`src/rtl/xbar_controller_port.sv`:
```
// Controller-side crossbar stage: decodes a word address into one of three
// peripheral regions, drives the matching request and returns a one-cycle response.
module xbar_controller_port #(
    parameter int WORD_ADDR_WIDTH = 16,
    parameter int STALL_CNT_WIDTH = 16
) (
    input  logic                       clk_i,
    input  logic                       rst_i,
    input  logic                       c_req_i,
    input  logic [WORD_ADDR_WIDTH-1:0] c_addr_i,
    input  logic                       c_wen_i,
    input  logic [31:0]                c_wdata_i,
    input  logic [3:0]                 c_be_i,
    output logic                       c_gnt_o,
    output logic                       c_rvalid_o,
    output logic [31:0]                c_rdata_o,
    output logic                       c_err_o,
    output logic [2:0]                 p_matching_req_o,
    input  logic [2:0]                 p_ready_and_selected_i,
    input  logic [95:0]                p_rdata_i,
    input  logic                       stall_clr_i,
    output logic [STALL_CNT_WIDTH-1:0] stall_cnt_o
);

    typedef enum logic {
        IDLE,
        RESP
    } state_t;

    state_t                     state_q;
    logic [1:0]                 region;
    logic                       unmapped;
    logic                       sel_ready;
    logic                       rsp_valid_q;
    logic [1:0]                 rsp_sel_q;
    logic                       rsp_read_q;
    logic                       rsp_err_q;
    logic [STALL_CNT_WIDTH-1:0] stall_cnt_q;

    // Write data, byte enables and the low address bits are consumed by the
    // peripheral ports, not by this stage.
    logic unused_passthrough;
    assign unused_passthrough = ^{c_wdata_i, c_be_i, c_addr_i[WORD_ADDR_WIDTH-3:0]};

    assign region   = c_addr_i[WORD_ADDR_WIDTH-1 -: 2];
    assign unmapped = (region == 2'b11);

    // NOTE: every output of an always_comb gets a default first so that no
    // path through the case leaves it unassigned and infers a latch.
    always_comb begin
        p_matching_req_o = 3'b000;
        sel_ready        = 1'b0;
        case (region)
            2'd0: begin
                p_matching_req_o[0] = c_req_i & ~rst_i;
                sel_ready           = p_ready_and_selected_i[0];
            end
            2'd1: begin
                p_matching_req_o[1] = c_req_i & ~rst_i;
                sel_ready           = p_ready_and_selected_i[1];
            end
            2'd2: begin
                p_matching_req_o[2] = c_req_i & ~rst_i;
                sel_ready           = p_ready_and_selected_i[2];
            end
            default: begin
                p_matching_req_o = 3'b000;
                sel_ready        = 1'b0;
            end
        endcase
    end

    // Unmapped requests are accepted at once and answered with an error.
    assign c_gnt_o = c_req_i & ~rst_i & (unmapped | sel_ready);

    // NOTE: sequential state is written with non-blocking assignments so all
    // flops sample the pre-edge values regardless of statement order.
    always_ff @(posedge clk_i) begin
        if (rst_i) begin
            state_q <= IDLE;
        end else begin
            case (state_q)
                IDLE:    state_q <= c_gnt_o ? RESP : IDLE;
                RESP:    state_q <= c_gnt_o ? RESP : IDLE;
                default: state_q <= IDLE;
            endcase
        end
    end

    assign rsp_valid_q = (state_q == RESP);

    // NOTE: the response payload carries no reset; it is only observed while
    // rsp_valid_q is set, and that flag is reset.
    always_ff @(posedge clk_i) begin
        if (c_gnt_o) begin
            rsp_sel_q  <= region;
            rsp_read_q <= ~c_wen_i;
            rsp_err_q  <= unmapped;
        end
    end

    // Masking with rst_i drops a response whose grant preceded the reset cycle.
    assign c_rvalid_o = rsp_valid_q & ~rst_i;
    assign c_err_o    = c_rvalid_o & rsp_err_q;

    always_comb begin
        c_rdata_o = 32'h0;
        if (c_rvalid_o && rsp_read_q && !rsp_err_q) begin
            case (rsp_sel_q)
                2'd0:    c_rdata_o = p_rdata_i[31:0];
                2'd1:    c_rdata_o = p_rdata_i[63:32];
                2'd2:    c_rdata_o = p_rdata_i[95:64];
                default: c_rdata_o = 32'h0;
            endcase
        end
    end

    always_ff @(posedge clk_i) begin
        if (rst_i || stall_clr_i) begin
            stall_cnt_q <= '0;
        end else if (c_req_i && !c_gnt_o && (stall_cnt_q != '1)) begin
            stall_cnt_q <= stall_cnt_q + STALL_CNT_WIDTH'(1);
        end
    end

    assign stall_cnt_o = stall_cnt_q;

endmodule

```
`config.mk`:
```
export PLATFORM = sky130hd
export DESIGN_NAME = xbar_controller_port
export DESIGN_NICKNAME = d
export VERILOG_FILES = /design/src/rtl/xbar_controller_port.sv
export SDC_FILE = /design/constraint.sdc
export NUM_CORES = 1
export LEC_CHECK = 0
export ABC_AREA = 0
export CAP_MARGIN = 20
export CELL_PAD_IN_SITES_DETAIL_PLACEMENT = 0
export CELL_PAD_IN_SITES_GLOBAL_PLACEMENT = 1
export CORE_ASPECT_RATIO = 0.9
export CORE_MARGIN = 3
export CORE_UTILIZATION = 17
export DETAILED_ROUTE_END_ITERATION = 6
export MAX_ROUTING_LAYER = met4
export PLACE_DENSITY_LB_ADDON = 0.15
export SLEW_MARGIN = 30
export SYNTH_ARGS = -nofsm -noshare
export SYNTH_HDL_FRONTEND = slang
export SYNTH_SLANG_ARGS = --single-unit
export TNS_END_PERCENT = 100
```
`constraint.sdc`:
```
create_clock -name clk_i -period 2.4 [get_ports clk_i]
set_input_delay 0.48 -clock clk_i [delete_from_list [all_inputs] [get_ports clk_i]]
set_output_delay 0.48 -clock clk_i [all_outputs]
set_load 0.01 [all_outputs]
```
# Yosys cells after proc, flatten, opt, wreduce, memory -nomap -nowiden

Index checks and enable logic that the tools add are counted.

Output and inout bits: 54
Input bits: 156
Register bits: 21
Word-level logic and storage cells: 35

Reductions and logical operators: 9
Equality and inequality tests: 6
Bitwise operators: 7
Add/subtract/negate cells: 1
Mux-type cells: 7

Operators with widths:

| kind                                                                  | count |
|---|---|
| 32-bit case mux with 3 select lines                                   | 1 |
| 32-bit two-way mux                                                    | 1 |
| 16-bit by 1-bit adder with 16-bit output, second input constant       | 1 |
| 16-bit != test, second input constant                                 | 1 |
| 2-bit equality test, second input constant                            | 3 |
| 1-bit bitwise AND                                                     | 4 |
| 2-bit by 1-bit equality test with 1-bit output, second input constant | 2 |
| 1-bit logical AND                                                     | 4 |
| 2-bit logical NOT                                                     | 2 |
| 1-bit two-way mux                                                     | 4 |
| 1-bit case mux with 3 select lines                                    | 1 |
| 1-bit logical NOT                                                     | 2 |
| 1-bit NOT                                                             | 2 |
| 1-bit logical OR                                                      | 1 |
| 1-bit OR                                                              | 1 |

# Logic depth before layout (Yosys ltp)

Gate-level depths: netlist of the first run.

Word-level depth: 7
Depth in mapped cells: 7
Mapped depth without buffers: 6

# Worst setup path after synthesis of the first run

OpenSTA, ideal clock, no wires.

Path kind: in2out
Start: in rst_i
End: out c_rdata_o[10]
Path buffers: 1
Arrival time: 1,363 ps
Stages on the path: 4
Slack: 557 ps
Data required time: 1,920 ps
Cell sequence: nor2b_1 nand4b_1 clkbuf_1 nor2_1

Cells in the longest elaborated chain, start to end: 5

RTL lines:

| what                           | line | RTL |
|---|---|---|
| from (decl)                    | 8    | `input logic rst_i,` |
| 1-bit NOT                      | 103  | `assign c_rvalid_o = rsp_valid_q & ~rst_i;` |
| 1-bit bitwise AND              | 103  |  |
| 1-bit logical AND (2 in a row) | 108  | `if (c_rvalid_o && rsp_read_q && !rsp_err_q) begin` |
| 32-bit two-way mux             | 108  |  |
| to (decl)                      | 16   | `output logic [31:0] c_rdata_o,` |

No other way between the ends.

# Final worst setup path of the first run

Start: in p_ready_and_selected_i[1]
End: out c_gnt_o

Cells in the longest elaborated chain, start to end: 3

RTL lines:

| what                               | line | RTL |
|---|---|---|
| from (decl)                        | 19   | `input logic [2:0] p_ready_and_selected_i,` |
| 1-bit case mux with 3 select lines | 53   | `case (region)` |
| 1-bit OR                           | 74   | `assign c_gnt_o = c_req_i & ~rst_i & (unmapped \| sel_ready);` |
| 1-bit bitwise AND                  | 74   |  |
| to (decl)                          | 14   | `output logic c_gnt_o,` |

No other way between the ends.

==> results of run 1 <==
==> state kept, by name (all words and copies together), names as in the netlist <==
name,flops
rsp_err_q,1
rsp_valid_q,1
rsp_read_q,1
stall_cnt_o,16
rsp_sel_q,2
==> area by class of cell <==
cell class	instances	area [um^2]
Clock buffer	3	75.07
Inverter	3	11.26
Sequential cell	21	460.4
Clock inverter	1	5.005
Tap cell	148	185.2
Fill cell	1131	6706
Timing Repair Buffer	181	1763
Multi-Input combinational cell	220	1348
==> cells by family after synthesis <==
logic type	after synthesis	synth area share, %
and+or+nand+nor	129	32.67
AOI/OAI and AO/OA	45	13.89
muxes	34	18.65
buffers and inverters	22	4.695
DFF	21	24.34
xor gates and xnor gates	11	5.092
adders and majority gates	1	0.6613
==> cell usage after synthesis, types with 2 or more instances <==
cell type / instances / area [um^2]
mux2i_1: 33 / 330.3
a21oi_1: 36 / 180.2
nand3_1: 5 / 25.02
clkbuf_1: 13 / 48.80
and4_1: 5 / 43.79
and3b_1: 2 / 17.52
nor3_1: 2 / 10.01
inv_1: 3 / 11.26
o21ai_0: 4 / 20.02
and2_1: 3 / 18.77
nor2_1: 79 / 296.5
nand2_1: 7 / 26.28
nor4_1: 8 / 50.05
or3_1: 2 / 12.51
nor2b_1: 2 / 12.51
edfxtp_1: 4 / 120.1
dfxtp_1: 17 / 340.3
buf_2: 5 / 25.02
or2_2: 2 / 12.51
xnor2_1: 11 / 96.34
nand4_1: 4 / 25.02
==> power by group through the flow <==
| stage | combinational (mW) | clock [mW] | sequential (mW) |
|---|---|---|---|
| 3_3_place_gp | 0.371 | 0 | 0.378 |
| 4_1_cts | 0.375 | 0.368 | 0.371 |
| 2_1_floorplan | 0.138 | 0 | 0.376 |
| 3_5_place_dp | 0.374 | 0 | 0.379 |
| 5_1_grt | 0.403 | 0.388 | 0.372 |
| 6_report | 0.370 | 0.356 | 0.371 |
==> timing repair <==
| item | CTS | global route |
|---|---|---|
| endpoints found under the hold margin | 0 | 0 |
| cloned | 1 | 0 |
| setup buffers | 1 | 0 |
| pin swaps | 1 | 0 |
| setup endpoints to repair | 37 | 17 |
| resized for setup | 48 | 3 |
==> cell usage in the layout (no fill, tap or decap), types with 3 or more instances in the layout <==
cell type          n
dlygate4sd2_1     32
inv_1              3
edfxtp_1           4
nor2_1            79
nand3_1            5
clkbuf_16          3
mux2i_1           33
buf_2              3
clkdlybuf4s50_1  122
xnor2_1           11
a21oi_1           36
dfxtp_1           17
and2_1             3
nand2_1            7
nand4_1            4
buf_4             18
o21ai_0            4
and4_1             5
nor4_1             8
==> through the flow <==
stage / worst slack [ns] / cell area (um^2)
5_1_grt: 0.008626 / 3847
4_1_cts: 0.05282 / 3837
2_1_floorplan: 0.5572 / 1892
6_report: 0.08216 / 3847
3_5_place_dp: -0.3600 / 3769
3_3_place_gp: -0.3233 / 3769
==> worst max-delay path, cell delays in order <==
cell	delay, ns
clkdlybuf4s50_1	0.50
mux2i_4	0.08
o21ai_0	0.24
and3b_1	0.23
dlygate4sd2_1	0.30
==> final timing paths <==
| check | startpoint | endpoint | slack [ns] | cells after the start |
|---|---|---|---|---|
| hold reg to reg | stall_cnt_o[1]$_SDFFE_PP0P_ | stall_cnt_o[1]$_SDFFE_PP0P_ | 0.56 | 2 |
| setup reg to reg | stall_cnt_o[0]$_SDFFE_PP0P_ | stall_cnt_o[11]$_SDFFE_PP0P_ | 0.32 | 6 |
| hold / removal | stall_cnt_o[1]$_SDFFE_PP0P_ | stall_cnt_o[1]$_SDFFE_PP0P_ | 0.56 | 2 |
| setup / recovery | p_ready_and_selected_i[1] | c_gnt_o | 0.08 | 5 |
==> per-layer routing <==
layer / up-vias / share of wire (%) / global-route usage, % / wire, um
met5: - / 0 / - / 0
met4: 0 / 0.63 / 2.211 / 55
met3: 5 / 8.1 / 2.447 / 706
met2: 87 / 51 / 23.63 / 4393
met1: 1114 / 41 / 15.94 / 3527
li1: 1252 / - / - / -
==> reports/metrics.cfg, run 1 <==
[sta]
max_freq_ghz = 0.4314
rsz0062_at_grt = false
finClkSkew_ns = 0.003933
fin_hold_ws_ns = 0.5609
finalHoldViolCount = 0
finalMaxSlewViolations = 0
slew_headroom_pct = 67.51
post-route-period-util_pct = 96.58
worst_pin_slew_ns = 0.4873
final.setup.tns_ns = 0
fin_crit_ns = 2.318
setup_viol = 0

[worst_setup_path]
crit_fanout = 2
worstSetupPathType = primary input to primary output
cp-end-kind = primary output
arrival_ns = 1.84
critPathRequiredTime_ns = 1.92
start_kind = primary input

[yosys]
synth.net_count = 420
synthDistinctLibCells = 37
synth.avg_cell_area_um2 = 7.193
synth-edff-count = 4
ys_seq_elements = 21
netlist_area_um2 = 1892
netlist_instances = 263
ys.flop_type = dfxtp_1
synth_warnings = 0
ys_seq_area_share_pct = 24.34
async_flop_share_pct = 0

[die]
initial_core_util_pct = 17.93
die_x_um = 117.2
die_area_um2 = 12430
io-pin-count = 210
core_um2 = 10550
die_y_um = 106.1
rows = 35

[route]
drt_iter0_markers = 92
drt-wirelength-per-cell_um = 15.05
vias = 2458
drcViolationCount = 0
viasPerCell = 4.260
ant_nets = 0
first_pass_iters = 4
routed_wirelength_um = 8682

[power_and_ir_drop]
seq_power_share_pct = 33.8
ir_drop_uv = 223.3
pwr-share-comb_pct = 33.7
switchingPower_mw = 0.2677
p_clk_share_pct = 32.4
p_per_area_nw_per_um2 = 285.1
finalPower_mw = 1.097
sw_frac_of_total_pct = 24.40
power_leakage_nw = 1.580
p_int_mw = 0.8291

[clock_network]
cts_buffers = 3
cts.sinks = 21
clk_latency_ns = 0.26
clock_path_buffers = 2
path_clk_slew_ns = 0.06
cts_tree = done
cts_root_buffer = clkbuf_16
postCtsHoldBufs = 0
htreeDepth = 1

[final_layout]
instances_no_fill = 577
syn2layout_area_growth_pct = 103.4
fin_nets = 587
final_core_util_pct = 36.46
layout-drive-gt1-share_pct = 9.091
n_antenna_cell = 0

[placement]
portBuffers = 159
placed_cells = 571
gp_congestion = 0.7324
hpwl_um = 6769

[global_route]
antenna_found_initial = 0
grt-ovfl-total = 0
first_global_vias = 2410
grt_pass1_wl_um = 12930
grt_max_degree = 23
grt_use_total_pct = 13.37

[run_status]
outcome = complete, no violations

[hold_path]
hold_path.class = flip-flop to flip-flop

[run]
maxCapViolCount = 0

(Power assumes the default switching activity.)
==> run 2: changes to the inputs <==
Settings changed: CORE_UTILIZATION 17 to 19, SLEW_MARGIN 30 to 5.
Clock period 2.4 ns to 2.75 ns, I/O delays scaled along.
==> run 2 against run 1 <==
Cell count shrank 4.7%. Design area fell by 1.3%. Critical path type unchanged. Largest cell class unchanged. Combinational power shrank 14%. Clock power fell by 41%. Flip-flop and latch count unchanged. Sequential power shrank 13%.
==> reports/metrics.cfg, run 2 (synthesis results as in run 1) <==
[route]
ant_nets = 0  ; unchanged
drt-wirelength-per-cell_um = 15.11  ; +0.41%
drt_iter0_markers = 180  ; +96%
routed_wirelength_um = 8310  ; -4.3%
vias = 2482  ; +0.98%
drcViolationCount = 0  ; unchanged
first_pass_iters = 4  ; unchanged
viasPerCell = 4.513  ; +5.9%

[final_layout]
largest_register_ffs = 16  ; unchanged
final_core_util_pct = 40.34  ; +3.9 points
final_common_cell = clkdlybuf4s50_1
final_cell_mix = 149 x clkdlybuf4s50_1, 79 x nor2_1, 36 x a21oi_1, 33 x mux2i_1
syn2layout_area_growth_pct = 100.7
n_antenna_cell = 0  ; unchanged
fin_nets = 586  ; -0.17%
final.fill_count = 964  ; -15%
layout-drive-gt1-share_pct = 8.411  ; -0.68 points

[clock_network]
cts_buffers = 3  ; unchanged
clk_latency_ns = 0.26  ; about the same
clock_path_buffers = 2  ; unchanged
path_clk_slew_ns = 0.08  ; +0.02 ns
cts_root_buffer = clkbuf_8
cts_tree = done
htreeDepth = 1  ; unchanged
cts.sinks = 21  ; unchanged

[sta]
postLayoutSetupSlackWorst_ns = 0.07023  ; -0.01192 ns
slew_headroom_pct = 69.61  ; +2.1 points
rsz0062_at_grt = false
fin_crit_ns = 2.680
finClkSkew_ns = 0.003895  ; -0.00003725 ns
finalMaxSlewViolations = 0  ; unchanged
worst_pin_slew_ns = 0.4559  ; -0.03141 ns
max_freq_ghz = 0.3732
post-route-period-util_pct = 97.45
fin_hold_ws_ns = 0.5557  ; -0.005245 ns
setup_viol = 0  ; unchanged
finalHoldViolCount = 0  ; unchanged

[worst_setup_path]
path_cells = clkdlybuf4s50_1, buf_4, nor4bb_1, buf_4, clkdlybuf4s50_1
critical_path.top_delay_family = buffers and inverters
path_buf_inv = 4  ; +2
crit_fanout = 5  ; +3
arrival_ns = 2.13  ; +0.29 ns
start_kind = primary input
worstSetupPathType = primary input to primary output
critPathRequiredTime_ns = 2.20  ; +0.28 ns
critPathMaxStageDelay_ns = 0.53  ; +0.03 ns
crit_slowest_cell = clkdlybuf4s50_1
cp-end-kind = primary output

[placement]
hpwl_um = 6513  ; -3.8%
portBuffers = 159  ; unchanged
gp_congestion = 0.8184  ; +12%
dp_slack_ns = -0.2491  ; +0.1109 ns

[global_route]
grt_max_degree = 22  ; -4.3%
first_global_vias = 2362  ; -2.0%
grt_pass1_wl_um = 12910  ; -0.16%
antenna_found_initial = 0  ; unchanged
grt-ovfl-total = 0  ; unchanged
grt_use_total_pct = 14.15  ; +0.77 points

[die]
die_x_um = 111.2  ; -5.1%
die_y_um = 100.7  ; -5.1%
die_area_um2 = 11190  ; -10%
rows = 33  ; -5.7%
initial_core_util_pct = 20.10  ; +2.2 points
core_um2 = 9414  ; -11%
io-pin-count = 210  ; unchanged

[power_and_ir_drop]
p_per_area_nw_per_um2 = 224.8  ; -21%
power_leakage_nw = 1.511  ; -4.4%
ir_drop_uv = 155.8  ; -30%

[run]
maxCapViolCount = 0  ; unchanged

[run_status]
outcome = complete, no violations

[hold_path]
hold_path.class = flip-flop to flip-flop

==> run 2: cell types whose count changed in the layout (fill, tap and decap cells not counted), sizes merged <==
cell / delta
buf: -3
bufbuf: -1
clkdlybuf4s50: +27
clkdlybuf4s15: -1
clkbuf: +1
dlymetal6s2s: +6
dlygate4sd2: -30
==> run 2: layout make-up <==
cell class              count  area [um^2]  area share (%)
well taps                 122        152.6           4.020
repair buffers            180         1774           46.72
clock buffers               3        41.29           1.087
inverters                   3        11.26          0.2965
clock inverters             1        5.005          0.1318
flip-flops and latches     21        460.4           12.13
multi-input cells         220         1353           35.62
==> run 2: routing by layer <==
layer  track usage (%)  wire length (um)  vias up
li1                  -                 -     1248
met1             18.26              3724     1140
met2             23.78              4015       92
met3             2.881               550        2
met4             1.684                20        0
met5                 -                 0        -
==> run 2: final timing paths <==
kind / from / endpoint / slack [ns] / cells after the start
max: c_addr_i[15] / p_matching_req_o[1] / 0.07 / 5
min: stall_cnt_o[6]$_SDFFE_PP0P_ / stall_cnt_o[6]$_SDFFE_PP0P_ / 0.56 / 2
max reg2reg: stall_cnt_o[0]$_SDFFE_PP0P_ / stall_cnt_o[11]$_SDFFE_PP0P_ / 0.70 / 6
min reg2reg: stall_cnt_o[6]$_SDFFE_PP0P_ / stall_cnt_o[6]$_SDFFE_PP0P_ / 0.56 / 2
==> run 2: report_power, final <==
group / total, mW / switching [mW] / internal, mW
clock: 0.210 / 0.109 / 0.101
combinational: 0.320 / 0.113 / 0.206
sequential: 0.324 / 0.00494 / 0.319
==> run 2: stage by stage <==
| stage | setup TNS [ns] | instance area, um^2 | total power [mW] | instances |
|---|---|---|---|---|
| 5_1_grt | 0 | 3797 | 0.9087 | 550 |
| 3_3_place_gp | -5.084 | 3696 | 0.6485 | 543 |
| 3_5_place_dp | -6.573 | 3696 | 0.6507 | 543 |
| 4_1_cts | 0 | 3746 | 0.8634 | 547 |
| 6_report | 0 | 3797 | 0.8535 | 550 |
| 2_1_floorplan | 0 | 1892 | 0.4488 | 263 |
==> run 2: tightest hold or removal path, cell delays in order (launching register included) <==
cell and delay, ns:
dfxtp_1 0.37, xnor2_1 0.08, nor2_1 0.08
==> run 2: what timing repair did <==
| action | CTS | global route |
|---|---|---|
| setup endpoints to repair | 35 | 23 |
| gates cloned | 0 | 1 |
| gates resized for setup | 6 | 15 |
| hold buffers | 0 | 0 |
| buffers inserted | 0 | 2 |
| pin swaps | 0 | 1 |
==> run 3: changes to the inputs <==
Settings changed: SKIP_CTS_REPAIR_TIMING from default to 1.
==> run 3 against run 2 <==
Critical path depth did not move. Sequential power is essentially flat. Design area fell by 0.96%. Combinational power about the same. Cell count decreased by 0.55%. Register-to-register slack hardly changed. Non-clock buffer count shrank 3. Via count down 1.5%. Clock-buffer cell count unchanged. Hold slack improved by 0.00078 ns.
==> reports/metrics.cfg, run 3 (synthesis results as in run 1) <==
[run_status]
outcome = complete, no violations

[worst_setup_path]
crit_slowest_cell = clkdlybuf4s50_1
crit_fanout = 5  ; unchanged
start_kind = primary input
critPathMaxStageDelay_ns = 0.53  ; about the same
critPathRequiredTime_ns = 2.20  ; about the same
critical_path.top_delay_family = buffers and inverters
path_buf_inv = 4  ; unchanged
worstSetupPathType = primary input to primary output
path_cells = clkdlybuf4s50_1, buf_4, nor4bb_1, buf_4, clkdlybuf4s50_1
cp-end-kind = primary output
arrival_ns = 2.12  ; about the same

[placement]
gp_congestion = 0.8184  ; unchanged
portBuffers = 159  ; unchanged
placed_cells = 543  ; unchanged
hpwl_um = 6513  ; unchanged
place_area_um2 = 3696  ; unchanged

[sta]
finClkSkew_ns = 0.004392  ; +0.0004965 ns
max_freq_ghz = 0.3744  ; +0.33%
finalMaxSlewViolations = 0  ; unchanged
post-route-period-util_pct = 97.12  ; -0.32 points
finalHoldViolCount = 0  ; unchanged
slew_headroom_pct = 69.55  ; about the same
fin_crit_ns = 2.671  ; -0.008831 ns
worst_pin_slew_ns = 0.4568  ; +0.0008954 ns
rsz0062_at_grt = false
setup_viol = 0  ; unchanged

[global_route]
busiest_layer = met2
grt-ovfl-total = 0  ; unchanged
grt_pass1_wl_um = 12850  ; -0.48%
grt_use_total_pct = 14.07  ; -0.078 points
grt_max_degree = 22  ; unchanged
grtUsageMet2_pct = 23.69  ; -0.093 points
antenna_found_initial = 0  ; unchanged
first_global_vias = 2345  ; -0.72%
use_met1_pct = 18.11  ; -0.15 points
grt_use_met3_pct = 2.881  ; unchanged

[clock_network]
htreeDepth = 1  ; unchanged
cts_tree = done
path_clk_slew_ns = 0.08  ; about the same
cts.sinks = 21  ; unchanged
clk_latency_ns = 0.26  ; about the same
cts_buffers = 3  ; unchanged
clock_path_buffers = 2  ; unchanged
cts_root_buffer = clkbuf_8

[power_and_ir_drop]
ir_drop_uv = 157.5  ; +1.1%
p_per_area_nw_per_um2 = 226.8  ; +0.93%
pwr-share-comb_pct = 37.5  ; about the same
sw_frac_of_total_pct = 26.58  ; -0.062 points
switchingPower_mw = 0.2268  ; -0.27%
seq_power_share_pct = 37.9  ; about the same
p_int_mw = 0.6264  ; about the same
power_leakage_nw = 1.390  ; -8.0%
p_clk_share_pct = 24.6  ; about the same

[route]
routed_wirelength_um = 8192  ; -1.4%
drt_iter0_markers = 169  ; -6.1%
drt-wirelength-per-cell_um = 14.98  ; -0.88%
first_pass_iters = 4  ; unchanged
drcViolationCount = 0  ; unchanged
vias = 2445  ; -1.5%
ant_nets = 0  ; unchanged
viasPerCell = 4.470  ; -0.95%

[hold_path]
hold_path.class = flip-flop to flip-flop

[die]
initial_core_util_pct = 20.10  ; unchanged
core_um2 = 9414  ; unchanged
die_area_um2 = 11190  ; unchanged
rows = 33  ; unchanged
io-pin-count = 210  ; unchanged
die_x_um = 111.2  ; unchanged
die_y_um = 100.7  ; unchanged

[final_layout]
instances_no_fill = 547  ; -0.55%
final_common_cell = clkdlybuf4s50_1
n_antenna_cell = 0  ; unchanged
seqCellArea_um2 = 460.4  ; unchanged
final_cell_mix = 156 x clkdlybuf4s50_1, 79 x nor2_1, 36 x a21oi_1, 33 x mux2i_1
largest_register_ffs = 16  ; unchanged
finalInstanceArea_um2 = 3761  ; -0.96%
final.fill_count = 963  ; -0.10%
syn2layout_area_growth_pct = 98.81
fin_nets = 583  ; -0.51%
final_core_util_pct = 39.95  ; -0.39 points
layout-drive-gt1-share_pct = 7.529  ; -0.88 points
multiInputGateArea_um2 = 1353  ; unchanged

[run]
maxCapViolCount = 0  ; unchanged

[run 3: worst reg2reg max path: cells and delay by family (launching register included)]
family / cells / cell delay, ns
and+or+nand+nor: 4 / 1.21
adders and majority gates: 1 / 0.27
DFF: 1 / 0.37
AOI/OAI and AO/OA: 1 / 0.13
[run 3: final timing paths]
check,from,end,slack (ns),cells past startpoint
max,c_addr_i[15],p_matching_req_o[1],0.08,5
min,stall_cnt_o[6]$_SDFFE_PP0P_,stall_cnt_o[6]$_SDFFE_PP0P_,0.56,2
max reg2reg,stall_cnt_o[0]$_SDFFE_PP0P_,stall_cnt_o[11]$_SDFFE_PP0P_,0.70,6
min reg2reg,stall_cnt_o[6]$_SDFFE_PP0P_,stall_cnt_o[6]$_SDFFE_PP0P_,0.56,2
[run 3: power by group through the flow]
stage | Clock [mW] | Sequential (mW) | Combinational [mW]
final | 0.210 | 0.324 | 0.320
after global placement | 0 | 0.331 | 0.318
after floorplan | 0 | 0.329 | 0.120
after CTS | 0.219 | 0.324 | 0.322
after global routing | 0.234 | 0.325 | 0.349
after detailed placement | 0 | 0.331 | 0.320
[run 3: area by class of cell]
class / instances / area share, %
well taps: 122 / 4.059
clock buffers: 3 / 1.098
multi-input cells: 220 / 35.96
clock inverters: 1 / 0.1331
repair buffers: 177 / 46.21
inverters: 3 / 0.2994
flip-flops and latches: 21 / 12.24
[run 3: per-layer routing]
| layer | wire length [um] | vias up | share of wire [%] |
|---|---|---|---|
| li1 | - | 1241 | - |
| met1 | 3685 | 1109 | 45 |
| met2 | 3957 | 93 | 48 |
| met3 | 529 | 2 | 6.5 |
| met4 | 20 | 0 | 0.24 |
| met5 | 0 | - | 0 |
[run 3: metrics by stage]
| stage | power (mW) | hold slack, ns | setup slack, ns | TNS [ns] |
|---|---|---|---|---|
| 2_1_floorplan | 0.4488 | 0.5397 | 0.7672 | 0 |
| 3_3_place_gp | 0.6485 | 0.5270 | -0.2058 | -5.084 |
| 3_5_place_dp | 0.6507 | 0.5296 | -0.2491 | -6.573 |
| 4_1_cts | 0.8640 | 0.5617 | -0.2494 | -6.596 |
| 5_1_grt | 0.9081 | 0.6114 | 0.01008 | 0 |
| 6_report | 0.8532 | 0.5564 | 0.07907 | 0 |
